### config.mk
export PLATFORM = sky130hd
export DESIGN_NAME = fighter_player
export DESIGN_NICKNAME = d
export VERILOG_FILES = /design/src/rtl/fighter_pkg.sv /design/src/rtl/fighter_turn_strobe.sv /design/src/rtl/fighter_player.sv
export SDC_FILE = /design/constraint.sdc
export NUM_CORES = 1
export LEC_CHECK = 0
export ABC_AREA = 1
export CORE_MARGIN = 2
export CORE_UTILIZATION = 30
export DETAILED_ROUTE_END_ITERATION = 12
export HOLD_SLACK_MARGIN = 0.1
export SLEW_MARGIN = 20
export SYNTH_ARGS = -nofsm -noshare
export SYNTH_HDL_FRONTEND = slang
export SYNTH_SLANG_ARGS = --single-unit
### constraint.sdc
create_clock -name clk -period 2.4 [get_ports clk]
set_input_delay 0.24 -clock clk [delete_from_list [all_inputs] [get_ports clk]]
set_output_delay 0.24 -clock clk [all_outputs]
set_load 0.005 [all_outputs]
### src/rtl/fighter_pkg.sv
`default_nettype none
// ============================================================================
// Module   : fighter_pkg
// Purpose  : Action codes and position/health helpers shared by both players
//            and the game top level.
// Revision : 1.0
// ============================================================================
package fighter_pkg;

    typedef enum logic [2:0] {
        ACT_KICK   = 3'd0,
        ACT_PUNCH  = 3'd1,
        ACT_WAIT   = 3'd2,
        ACT_JUMP   = 3'd3,
        ACT_LEFT1  = 3'd4,
        ACT_LEFT2  = 3'd5,
        ACT_RIGHT1 = 3'd6,
        ACT_RIGHT2 = 3'd7
    } action_e;

    localparam int ACTION_W = 3;

    function automatic int home_cell(input int side, input int num_pos);
        return (side == 0) ? 0 : num_pos - 1;
    endfunction

    // Step a cell index by delta, clamped to the arena edges.
    function automatic int sat_add(input int p, input int delta, input int num_pos);
        int r;
        r = p + delta;
        if (r < 0)
            r = 0;
        else if (r > num_pos - 1)
            r = num_pos - 1;
        return r;
    endfunction

    function automatic int sat_sub(input int a, input int b);
        return (a > b) ? a - b : 0;
    endfunction

endpackage
`default_nettype wire

### src/rtl/fighter_turn_strobe.sv
`default_nettype none
// ============================================================================
// Module   : fighter_turn_strobe
// Purpose  : Rising-edge detector on action_en, gated by game_over and dead.
// Revision : 1.0
// ============================================================================
module fighter_turn_strobe (
    input  logic clk,
    input  logic reset,
    input  logic action_en_i,
    input  logic game_over_i,
    input  logic dead_i,
    output logic turn_o
);

    logic prev_en_q;

    // Resetting high means a level already asserted at reset release fires nothing.
    always_ff @(posedge clk or negedge reset) begin
        if (!reset)
            prev_en_q <= 1'b1;
        else
            prev_en_q <= action_en_i;
    end

    assign turn_o = action_en_i & ~prev_en_q & ~game_over_i & ~dead_i;

endmodule
`default_nettype wire

### src/rtl/fighter_player.sv
`default_nettype none
// ============================================================================
// Module   : fighter_player
// Purpose  : Per-player turn engine: position, health, hit and clash logic.
//            FIGHTER_REGEN_EN compiles in wait-based health regeneration.
// Revision : 1.0
// ============================================================================
module fighter_player
    import fighter_pkg::*;
#(
    parameter  int NUM_POS     = 3,
    parameter  int HEALTH_W    = 2,
    parameter  int MAX_HEALTH  = 3,
    parameter  int KICK_DMG    = 1,
    parameter  int PUNCH_DMG   = 2,
    parameter  int KICK_RANGE  = 1,
    parameter  int REGEN_WAITS = 2,
    parameter  int SIDE        = 0,
    localparam int POS_W       = (NUM_POS > 1) ? $clog2(NUM_POS) : 1
) (
    input  logic                clk,
    input  logic                reset,
    input  logic                action_en,
    input  logic                game_over,
    input  logic [ACTION_W-1:0] own_action,
    input  logic [ACTION_W-1:0] opp_action,
    input  logic [POS_W-1:0]    opp_pos,
    output logic [POS_W-1:0]    pos,
    output logic [HEALTH_W-1:0] health,
    output logic                hit,
    output logic                dead
);

    localparam int HOME = home_cell(SIDE, NUM_POS);

    logic [POS_W-1:0]    pos_q, pos_d;
    logic [HEALTH_W-1:0] health_q, health_d;
    logic                hit_q, hit_d;
    logic                w_turn;
    logic                w_regen;
    logic                w_kick_in, w_punch_in, w_clash;
    logic [HEALTH_W:0]   w_h1;
    int                  w_dist;
    int                  w_dmg;

    fighter_turn_strobe u_strobe (
        .clk         (clk),
        .reset       (reset),
        .action_en_i (action_en),
        .game_over_i (game_over),
        .dead_i      (dead),
        .turn_o      (w_turn)
    );

`ifdef FIGHTER_REGEN_EN
    localparam int CNT_W = (REGEN_WAITS > 0) ? $clog2(REGEN_WAITS + 1) : 1;

    logic [CNT_W-1:0] cnt_q, cnt_d;

    assign w_regen = (own_action == ACT_WAIT) && (int'(cnt_q) + 1 == REGEN_WAITS);

    always_comb begin
        cnt_d = cnt_q;
        if (w_turn) begin
            if ((own_action != ACT_WAIT) || w_regen)
                cnt_d = '0;
            else
                cnt_d = cnt_q + 1'b1;
        end
    end

    always_ff @(posedge clk or negedge reset) begin
        if (!reset)
            cnt_q <= '0;
        else
            cnt_q <= cnt_d;
    end
`else
    logic unused_regen;
    assign w_regen      = 1'b0;
    assign unused_regen = (REGEN_WAITS == 0);
`endif

    // All hit tests use pre-move positions.
    always_comb begin
        w_dist     = (int'(pos_q) > int'(opp_pos)) ? int'(pos_q) - int'(opp_pos)
                                                   : int'(opp_pos) - int'(pos_q);
        w_kick_in  = (opp_action == ACT_KICK) && (w_dist <= KICK_RANGE) &&
                     (own_action != ACT_JUMP);
        w_punch_in = (opp_action == ACT_PUNCH) && (w_dist == 0);
        w_clash    = (own_action == opp_action) && (w_kick_in || w_punch_in);

        w_dmg = 0;
        if (!w_clash) begin
            if (w_kick_in)
                w_dmg = KICK_DMG;
            else if (w_punch_in)
                w_dmg = PUNCH_DMG;
        end

        w_h1 = (HEALTH_W + 1)'(sat_sub(int'(health_q), w_dmg));
        if (w_regen && (int'(w_h1) < MAX_HEALTH))
            w_h1 = w_h1 + 1'b1;

        pos_d    = pos_q;
        health_d = health_q;
        hit_d    = 1'b0;

        if (w_turn) begin
            if (w_clash) begin
                pos_d = POS_W'(sat_add(int'(pos_q), (SIDE == 0) ? -1 : 1, NUM_POS));
            end else begin
                case (own_action)
                    ACT_LEFT1:  pos_d = POS_W'(sat_add(int'(pos_q), -1, NUM_POS));
                    ACT_LEFT2:  pos_d = POS_W'(sat_add(int'(pos_q), -2, NUM_POS));
                    ACT_RIGHT1: pos_d = POS_W'(sat_add(int'(pos_q),  1, NUM_POS));
                    ACT_RIGHT2: pos_d = POS_W'(sat_add(int'(pos_q),  2, NUM_POS));
                    default:    pos_d = pos_q;
                endcase
            end
            health_d = w_h1[HEALTH_W-1:0];
            hit_d    = (w_dmg != 0);
        end
    end

    always_ff @(posedge clk or negedge reset) begin
        if (!reset) begin
            pos_q    <= POS_W'(HOME);
            health_q <= HEALTH_W'(MAX_HEALTH);
            hit_q    <= 1'b0;
        end else begin
            pos_q    <= pos_d;
            health_q <= health_d;
            hit_q    <= hit_d;
        end
    end

    assign pos    = pos_q;
    assign health = health_q;
    assign hit    = hit_q;
    assign dead   = (health_q == '0);

endmodule
`default_nettype wire

# ---- Word level (Yosys, flattened, before mapping)
# Cells that the tools add are included.
dict set report word_totals {
  register_bits 6
  in_bits 12
  output_inout_bits 6
  elab_cells 62
}
dict set report op_classes {
  n_addsub 7
  magnitude_cmp 11
  eq_ne 7
  n_mux 16
  bitwise 6
  reduce_logical 11
}
# operator count
set ops {}
lappend ops {{32-bit 2-to-1 mux} 3}
lappend ops {{3-bit by 32-bit > comparator with 1-bit output} 1}
lappend ops {{32-bit by 2-bit less-or-equal comparator with 1-bit output (second input constant)} 1}
lappend ops {{32-bit logical NOT} 1}
lappend ops {{32-bit nonzero test} 1}
lappend ops {{2-bit 2-to-1 mux} 11}
lappend ops {{3-bit equality test (second input constant)} 4}
lappend ops {{4-bit by 3-bit > comparator with 1-bit output (second input constant)} 2}
lappend ops {{4-bit by 1-bit < comparator with 1-bit output (second input constant)} 2}
lappend ops {{2-bit one-hot mux with 4 select lines} 1}
lappend ops {{3-bit by 2-bit > comparator with 1-bit output (second input constant)} 2}
lappend ops {{3-bit by 1-bit < comparator with 1-bit output (second input constant)} 2}
lappend ops {{2-bit by 2-bit subtractor with 3-bit output} 2}
lappend ops {{5-bit nonzero test} 1}
lappend ops {{3-bit by 1-bit adder with 4-bit output (second input constant)} 1}
lappend ops {{3-bit by 2-bit adder with 4-bit output (second input constant)} 1}
lappend ops {{1-bit logical AND} 4}
lappend ops {{2-bit by 1-bit adder with 3-bit output (second input constant)} 1}
lappend ops {{2-bit by 2-bit adder with 3-bit output (second input constant)} 1}
lappend ops {{1-bit AND} 3}
lappend ops {{3-bit by 1-bit equality test with 1-bit output (second input constant)} 1}
lappend ops {{3-bit equality test} 1}
lappend ops {{3-bit logical NOT} 1}
lappend ops {{3-bit by 2-bit inequality test with 1-bit output (second input constant)} 1}
lappend ops {{other kinds (7)} 9}

# ---- Logic depth before layout (Yosys ltp)
dict set report depth {
  depth_word 10
  ltp_mapped 14
  ltp_nobuf 14
}

# ---- Hierarchy
# From an unflattened synthesis, not the netlist that was laid out.
dict set report hier_totals {
  hier_cells 83
  hier_area_um2 613.1
}
# module instances cells_per_inst area_per_inst_um2 seq_area_each_um2
set by_module_without_submodules {}
lappend by_module_without_submodules {fighter_player 1 76 564.3 127.6}
lappend by_module_without_submodules {fighter_turn_strobe 1 7 48.8 26.3}

# ---- Worst setup path before layout
# OpenSTA, ideal clock, no wires.
dict set report synth_timing {
  kind {register to register}
  start {register pos_q[0] (netlist: pos[0])}
  end {register health_q[1] (netlist: health[1])}
  setup_time_ns 0.079
  arrival_ns 2.334
  t_required_ns 2.321
  slack_ns -0.013
  stages_incl_launch_ff 14
  path_buffers 0
  period_less_slack_ns 2.413
  path_cell_list {dfrtp_1 -> inv_1 -> ha_1 -> inv_1 -> fa_1 -> inv_1 -> nand3_1 -> nand2_1 -> nand3_1 -> nor3_2 -> fa_1 -> nor2_1 -> nand3_1 -> o21ai_0}
}
dict set report synth_between {
  elab_chain_len 10
  elab_cells_between_ends 17
  cone_classes {add/sub (3); order compare (3); mux (5); reduce/logical (6)}
}
# element line_no
set synth_rtl {}
lappend synth_rtl {{start: declaration} fighter_player.sv:36} ;# logic [POS_W-1:0] pos_q, pos_d;
lappend synth_rtl {{start signal: assignment} fighter_player.sv:128} ;# pos_q <= POS_W'(HOME);
lappend synth_rtl {{start signal: assignment} fighter_player.sv:132} ;# pos_q <= pos_d;
lappend synth_rtl {{2-bit by 2-bit subtractor with 3-bit output (tied with other cells)} fighter_player.sv:87} ;# : int'(opp_pos) - int'(pos_q);
lappend synth_rtl {{32-bit 2-to-1 mux (*)} fighter_player.sv:86} ;# w_dist = (int'(pos_q) > int'(opp_pos)) ? int'(pos_q) - int'(opp_pos)
lappend synth_rtl {{32-bit by 2-bit less-or-equal comparator with 1-bit output} fighter_player.sv:88} ;# w_kick_in = (opp_action == ACT_KICK) && (w_dist <= KICK_RANGE) &&
lappend synth_rtl {{1-bit logical AND (2 in series)} fighter_player.sv:88}
lappend synth_rtl {{1-bit logical OR} fighter_player.sv:91} ;# w_clash = (own_action == opp_action) && (w_kick_in || w_punch_in);
lappend synth_rtl {{1-bit logical AND} fighter_player.sv:91}
lappend synth_rtl {{32-bit 2-to-1 mux (*)} fighter_player.sv:94} ;# if (!w_clash) begin
lappend synth_rtl {{3-bit by 32-bit > comparator with 1-bit output / 2-bit subtractor (equally long branches)} fighter_pkg.sv:39} ;# return (a > b) ? a - b : 0;
lappend synth_rtl {{2-bit 2-to-1 mux (*)} fighter_pkg.sv:39}
lappend synth_rtl {{end signal: assignment} fighter_player.sv:129} ;# health_q <= HEALTH_W'(MAX_HEALTH);
lappend synth_rtl {{end signal: assignment} fighter_player.sv:133} ;# health_q <= health_d;
lappend synth_rtl {{end: declaration} fighter_player.sv:37} ;# logic [HEALTH_W-1:0] health_q, health_d;
# Every way passes the cells marked *; elsewhere a longest branch is shown, timed or not.
# A chain may end at the register's enable or synchronous reset.

# ---- Worst setup path in the final report
# Same ends and word-level chain as after synthesis.

==> run_results.csv <==
group,metric,value,unit
outcome,status,"finished with violations",
outcome,violations,"setup timing",
worst_setup_path,required,2570,ps
timing,final_max_slew_viol_count,0,
detailed_routing,avgRoutedWirePerCell,10.6,um
logic_synthesis,syn_area,608,sq um
cts,clock_sinks,6,
timing,setup_viol_count_final,1,
placement,dp_hpwl,1.06,mm
detailed_routing,drt_first_pass_iters,4,
global_route,grt_busiest_layer,"met2",
floorplanning,core_region_area,1940,sq um
worst_setup_path,cp_top_family,"adder cells",
global_route,grt_use_met3,3.68,%
cts,cts_buffers,3,
timing,hold_viol,0,
floorplanning,initial_core_util,31.3,%
timing,min_period,2510,ps
detailed_routing,via_count,637,
floorplanning,die_area,2400,sq um
detailed_routing,wl,1.50,mm
placement,placed_area,887,sq um
global_route,grt_first_pass_wirelength,2.53,mm
logic_synthesis,seq_area_frac_synth,25.3,%
cts,clk-insertion-delay-late,250,ps
worst_setup_path,crit_arrival,2680,ps
cts,clock_path_buffers,2,
placement,post-place-ws,-422,ps
logic_synthesis,synth_nets,98,
final_layout,areaGrowthSynthToFinish,68.1,%
floorplanning,dieWidth,49.0,um
timing,rsz0062_at_grt,"true",
timing,setup_slack,-110,ps
worst_hold_path,holdCritPathClass,"input pin to async pin",
timing,max_freq,398,MHz
job,drv_cap,0,
global_route,grt.overflow.total,0,
worst_setup_path,crit_fanout,2,
power_and_ir_drop,seqPwrFrac,20.9,%
final_layout,multi_input_area,478,sq um
cts,h-tree-depth,1,
worst_setup_path,crit_chain,"buf_6 > ha_2 > fa_1 > nand2_1 > nand3_2 > nand2_2 > nor2_4 > ha_4 > fa_2 > nor2_2 > nand3_1 > o21ai_1",
final_layout,final_area,1020,sq um
logic_synthesis,ys_types,18,
timing,tightest_slew,512,ps
power_and_ir_drop,combPwrFrac,66.6,%
timing,worst_clock_skew,9.27,ps
detailed_routing,initialDrtViolationCount,7,
detailed_routing,viasPerCell,4.52,
final_layout,nFillCells,199,
cts,clock-root-buffer,"clkbuf_4",
logic_synthesis,ys_ff_latch,6,
final_layout,fin_nets,135,
final_layout,final_cell_mix,"19 x nand2_1, 16 x clkdlybuf4s50_1, 14 x buf_4",
cts,tritoncts,"built",
detailed_routing,drc,0,
power_and_ir_drop,netSwitchingFraction,39.9,%
floorplanning,rows,16,
power_and_ir_drop,vdd_drop_max,392,uV
power_and_ir_drop,switching_power,0.330,mW
worst_setup_path,worst_setup_path_end_kind,"flop",
final_layout,final_common_cell,"nand2_1",
floorplanning,chipHeight,49.0,um
power_and_ir_drop,powerDensity,808,nW/um^2
global_route,met2_usage,23.1,%
floorplanning,io_pins,18,
timing,slew-limit-headroom,65.7,%
placement,gp_congestion,0.738,
placement,io_buffer_count,17,
final_layout,drive_gt1_share,36.8,%
power_and_ir_drop,clockPowerShare,12.5,%
global_route,track_usage,13.3,%
power_and_ir_drop,leakage,0.463,nW
final_layout,fin_util,52.6,%
worst_setup_path,startpoint_type,"flop",
global_route,grt_start_max_net_pins,10,
global_route,gr-usage-met1,16.4,%
final_layout,regArea,154,sq um
logic_synthesis,synthCells,78,
global_route,first_global_vias,601,
worst_setup_path,cpMaxStageDelayCell,"fa_1",
cts,clkTransAtPathRegs,50,ps
worst_setup_path,path_class,"flop to flop",
global_route,grt_antenna_before_repair,0,
worst_setup_path,cpPeakStageDelay,470,ps
timing,min_period_over_period,105,%
detailed_routing,drtAntennaViolNets,0,
logic_synthesis,syn_area_per_cell,7.80,sq um
logic_synthesis,yosysWarnings,0,
final_layout,diodes,0,
power_and_ir_drop,p_int,0.496,mW
worst_setup_path,crit_buf_inv,1,
## flip-flops by register name (all words and copies together) (netlist names)
| register | count |
|---|---|
| u_strobe.prev_en_q | 1 |
| health | 2 |
| pos | 2 |
| hit | 1 |
## cells by family (layout without fill, tap and decap cells)
logic type	count (synthesis)	after routing	share of synthesized area (%)
flip-flops	6	6	25.3
buffers and inverters	12	48	7.41
adder cells (fa/ha/maj)	8	8	20.2
XOR/XNOR	3	3	4.32
AND/OR/NAND/NOR	42	42	35.6
AO/OA/AOI/OAI	7	7	7.20
## power by group through the flow
stage | combinational [mW] | clock (mW) | sequential [mW]
2_1_floorplan | 0.199 | 0 | 0.179
3_3_place_gp | 0.413 | 0 | 0.174
3_5_place_dp | 0.420 | 0 | 0.174
4_1_cts | 0.509 | 0.108 | 0.173
5_1_grt | 0.610 | 0.110 | 0.178
6_report | 0.551 | 0.103 | 0.172
## stage by stage
step / TNS, ps / std cells / total power, mW / hold WS [ps]
CTS: -82.2 / 141 / 0.790 / 220
finish: -110 / 141 / 0.826 / 221
detailed placement: -696 / 132 / 0.594 / 500
floorplan: 0 / 78 / 0.378 / -55.6
global placement: -641 / 132 / 0.587 / 503
global route: -387 / 141 / 0.898 / 243
## final timing paths
path / slack [ps] / to / cells past startpoint / from
hold / removal: 220 / pos[1]$_DFFE_PN0P_ / 1 / reset
setup / recovery: -110 / health[1]$_DFFE_PN1P_ / 12 / pos[0]$_DFFE_PN0P_
max in group asynchronous: 1900 / health[0]$_DFFE_PN1P_ / 1 / reset
hold reg to reg: 580 / health[0]$_DFFE_PN1P_ / 2 / health[0]$_DFFE_PN1P_
min in group clk: 420 / u_strobe.prev_en_q$_DFF_PN1_ / 1 / action_en
setup reg to reg: -110 / health[1]$_DFFE_PN1P_ / 12 / pos[0]$_DFFE_PN0P_
## repair_timing
item | in CTS | in global routing
setup buffers | 5 | 0
endpoints found under the setup margin | 2 | 2
hold buffers | 0 | 0
gates resized for setup | 15 | 7
pin swaps | 7 | 7
## synthesized netlist by cell type
cell type  count  area, sq um
inv_1         12         45.0
nand2_1       20         75.1
o2111ai_1      1         8.76
nor2_1         8         30.0
dfrtp_1        3         75.1
xor2_1         3         26.3
o21ai_0        4         20.0
fa_1           3         60.1
ha_1           5         62.6
o21a_1         1         7.51
nor3_2         3         30.0
nand4_1        1         6.26
nand2_2        1         6.26
nand3_1        7         35.0
dfstp_2        3         78.8
nor4b_4        1         23.8
o31ai_1        1         7.51
nand3_2        1         10.0
## per-layer routing
metal	up-vias	routed length (um)
li1	321	-
met2	13	836
met3	0	38
met4	0	0
met1	303	627
met5	-	0
## final cells by class
cell class | count | area share (%)
well taps | 27 | 3.30
flip-flops and latches | 6 | 15.1
clock buffers | 4 | 2.57
inverters | 12 | 4.41
repair buffers | 32 | 27.9
multi-input cells | 60 | 46.8
Note: power is estimated with default switching activity, not from simulation.
==> RTL change 1: new RTL, same flow settings <==
Put a register stage on the output `dead`, cleared by the reset. The value now appears one clock later. The other outputs are not delayed to match.
--- a/src/rtl/fighter_player.sv
+++ b/src/rtl/fighter_player.sv
@@ -35,2 +35,4 @@
 
+    logic dead_d;
+
     logic [POS_W-1:0]    pos_q, pos_d;
@@ -50,3 +52,3 @@
         .game_over_i (game_over),
-        .dead_i      (dead),
+        .dead_i      (dead_d),
         .turn_o      (w_turn)
@@ -140,3 +142,11 @@
     assign hit    = hit_q;
-    assign dead   = (health_q == '0);
+    assign dead_d = (health_q == '0);
+
+    always_ff @(posedge clk or negedge reset) begin
+        if (!reset) begin
+            dead <= '0;
+        end else begin
+            dead <= dead_d;
+        end
+    end
 
Function: changed (a bounded check fails within 10 cycles, from zero or initial values and one cycle with reset low).
==> RTL change 1 against the original RTL <==
The flow still finishes with violations (negative setup slack). Non-clock buffer count shrank 1. Clock skew shrank 7.8 ps. Via count is 1.4% lower. Routed wire length down 5.8%. Synthesized area is 4.3% higher. Highest routed layer unchanged. Cell area up 2.8%. Sequential power is 15% higher. Worst setup slack better by 28 ps. Power is 0.63% higher. Sequential cell count is 1 higher. Hold slack better by 29 ps. Critical path depth did not move. Sequential share of layout area grew 2.0 points. Global-route usage is 1.3 points lower.
==> RTL change 1: results <==
set metrics [dict create \
    setup_tns_ps -81.9 \
    use_met1_pct 15.6 \
    grt_use_total_pct 12.0 \
    dr.first_iter.drc_count 4 \
    netlist_instances 79 \
    synthArstFlopShare_pct 100 \
    grt_first_pass_wirelength_um 2330 \
    grt_use_met3_pct 1.82 \
    relSlewSlack_pct 66.2 \
    place.gp.congestion 0.721 \
    fin_skew_ps 1.44 \
    fillers 188 \
    r2r_cells 12 \
    port_buffers 17 \
    timing.hold.ws_ps 250 \
    wire_per_inst_um 10.0 \
    synth.area.top_cells "dfrtp_1 (16%), dfstp_2 (12%), nand2_1 (12%), ha_1 (9.9%), fa_1 (9.5%)" \
    viasPerCell 4.45 \
    syn_nets 99 \
    place_inst 133 \
    violations "negative setup slack" \
    finalSetupViolations 1 \
    leakage_nw 0.472 \
    yosys_most_used_dff "dfrtp_1" \
    synth_common_cells "nand2_1 (21), inv_1 (12), nor2_1 (8)" \
    placed_area_um2 913 \
    synth-seq-area-share_pct 28.2 \
    grt_pass1_vias 595 \
    hpwl_um 1090 \
    drtPass1Iterations 2 \
    grt_use_met2_pct 20.0 \
    r2r_start "pos[0]$_DFFE_PN0P_" \
    outcome "finished, violations left" \
    cp.arrival_ps 2650 \
    rr_endpoint "health[1]$_DFFE_PN1P_" \
    drive_gt1_share_pct 35.1 \
    fp.dieArea_um2 2500 \
    nets 135 \
    max_stage_delay_ps 500 \
    setup_ws_ps -81.9 \
    dr_total_vias 628 \
    post-place-ws_ps -419 \
    path_delay_family "adder cells" \
    irDropWorstVdd_v 0.000296 \
    yosys_warnings 0 \
    clock_path_buffers 2 \
]
## RTL change 1: metal layers
metal | share of wire [%] | routed length [um] | vias to the layer above
li1 | - | - | 327
met1 | 46 | 649 | 294
met2 | 53 | 745 | 7
met3 | 1.3 | 19 | 0
met4 | 0 | 0 | 0
met5 | 0 | 0 | -
## RTL change 1: repair_timing
item | CTS | global route
endpoints found under the setup margin | 2 | 2
pin swaps | 6 | 6
setup buffers | 3 | 1
resized for setup | 7 | 16
## RTL change 1: power by group
group	switching [W]	total (W)	internal, W
clock	0.0000390	0.000102	0.0000632
combinational	0.000248	0.000532	0.000284
sequential	0.0000327	0.000197	0.000164
total	0.000320	0.000831	0.000511
## RTL change 1: how the worst max path moves through the flow
stage,from,to,depth (start not counted)
after CTS,pos[0]$_DFFE_PN0P_,health[1]$_DFFE_PN1P_,12
after detailed placement,opp_pos[0],health[1]$_DFFE_PN1P_,14
after floorplan,pos[0]$_DFFE_PN0P_,health[1]$_DFFE_PN1P_,14
final,pos[0]$_DFFE_PN0P_,health[1]$_DFFE_PN1P_,12
after global routing,pos[0]$_DFFE_PN0P_,health[1]$_DFFE_PN1P_,12
after global placement,opp_pos[0],health[1]$_DFFE_PN1P_,14
## RTL change 1: final cells by class
cell class	instances	area [um2]	share of cell area [%]
well taps	27	33.8	3.21
repair buffers	31	278	26.4
clock buffers	4	26.3	2.50
multi-input cells	60	489	46.5
flip-flops and latches	7	179	17.0
inverters	12	45.0	4.29
## RTL change 1: cell families after synthesis
group | synth area share, %
compound gates | 6.11
xor+xnor | 4.14
fa+ha+maj | 19.3
buf+inv | 7.10
flops | 28.2
simple gates | 35.1
==> RTL change 2: new RTL, config.mk and constraints unchanged <==
Made on the original files. Add a define of `FIGHTER_REGEN_EN`.
--- a/src/rtl/fighter_player.sv
+++ b/src/rtl/fighter_player.sv
@@ -7,2 +7,4 @@
 // ============================================================================
+`define FIGHTER_REGEN_EN
+
 module fighter_player
Formal check against the unedited RTL: not equivalent (Yosys sat finds a counterexample within 10 cycles, from zero or initial values and one cycle with reset low).
==> RTL change 2 against the original RTL <==
The flow still finishes with violations (negative setup slack). Power increased by 7.4%. Worst setup slack worse by 78 ps. Sequential cell count rose by 2. Fmax shrank 3.0%. Die area is 26% higher. Critical path depth grew 2. Routed wire length grew 28%. Cell area rose by 15%. Synthesized area rose by 29%. Critical path type unchanged. Largest cell class unchanged. Largest power group unchanged.
==> RTL change 2: results <==
set metrics [dict create \
    grt_pass1_vias 718 \
    totalWireLength_um 1910 \
    grt_first_pass_wirelength_um 3080 \
    synth_common_cells "nand2_1 (22), inv_1 (14), nor2_1 (9)" \
    max_stage_delay_ps 580 \
    setup_ws_ps -188 \
    synth.distinct_cells 29 \
    place.gp.congestion 0.841 \
    leakage_nw 0.529 \
    nets 156 \
    violations "negative setup slack" \
    crit_slowest_cell "fa_2" \
    dr_total_vias 788 \
    synth.area.top_cells "dfrtp_1 (16%), nand2_1 (11%), dfstp_2 (10%), ha_1 (9.6%), fa_1 (7.7%)" \
    syn_nets 121 \
    cp.arrival_ps 2770 \
    combPwrFrac_pct 60.1 \
    grt_use_met2_pct 26.6 \
    wire_per_inst_um 11.7 \
    outcome "finished, violations left" \
    grt_use_total_pct 14.1 \
    reg2reg_slack_ps -190 \
    relSlewSlack_pct 75.9 \
    critPathMaxFanout 3 \
    yosys_most_used_dff "dfrtp_1" \
    synth-seq-area-share_pct 26.0 \
    cts_resized 8 \
    postCtsSetupRepairBufs 2 \
    dr.first_iter.drc_count 22 \
    post-place-ws_ps -479 \
    route.met2.wl_um 1040 \
    dr_wl_met3_um 26 \
    finalSetupViolations 2 \
    fillers 253 \
]
[RTL change 2: changes by cell type in the layout (fill, tap and decap cells not counted), moves of 2 or more]
cell     delta
o21ai_1     +2
dfrtp_1     +2
nand2_4     +4
inv_2       +2
xor2_1      -3
nor2_1      +2
xnor2_1     +2
nand4_1     +3
[RTL change 2: area by class of cell]
class / instances / area share (%)
multi-input combinational: 75 / 48.3
timing repair buffer: 31 / 23.7
sequential: 8 / 17.4
inverter: 16 / 5.12
tap: 30 / 3.20
clock buffer: 4 / 2.24
[RTL change 2: how the worst min path moves through the flow]
stage	cells after the start	startpoint	slack [ps]	endpoint
global route	1	reset	280	hit$_DFF_PN0_
floorplan	0	reset	-60	cnt_q[0]$_DFFE_PN0P_
detailed placement	2	cnt_q[1]$_DFFE_PN0P_	470	cnt_q[1]$_DFFE_PN0P_
finish	1	reset	260	hit$_DFF_PN0_
CTS	1	reset	270	hit$_DFF_PN0_
global placement	2	cnt_q[1]$_DFFE_PN0P_	470	cnt_q[1]$_DFFE_PN0P_
[RTL change 2: kinds of logic (layout without fill, tap and decap cells)]
family	count (synthesis)	after routing	synth area share (%)
adder cells (fa/ha/maj)	9	9	17.3
flip-flops	8	8	26.0
buffers and inverters	17	51	9.10
AO/OA/AOI/OAI	12	12	10.7
XOR/XNOR	2	2	2.24
AND/OR/NAND/NOR	52	52	34.7
[RTL change 2: power groups by stage]
| stage | Combinational [W] | Clock, W | Sequential [W] |
|---|---|---|---|
| detailed placement | 0.000449 | 0 | 0.000241 |
| floorplan | 0.000256 | 0 | 0.000241 |
| global route | 0.000595 | 0.000126 | 0.000247 |
| CTS | 0.000496 | 0.000119 | 0.000238 |
| finish | 0.000533 | 0.000114 | 0.000240 |
| global placement | 0.000439 | 0 | 0.000240 |
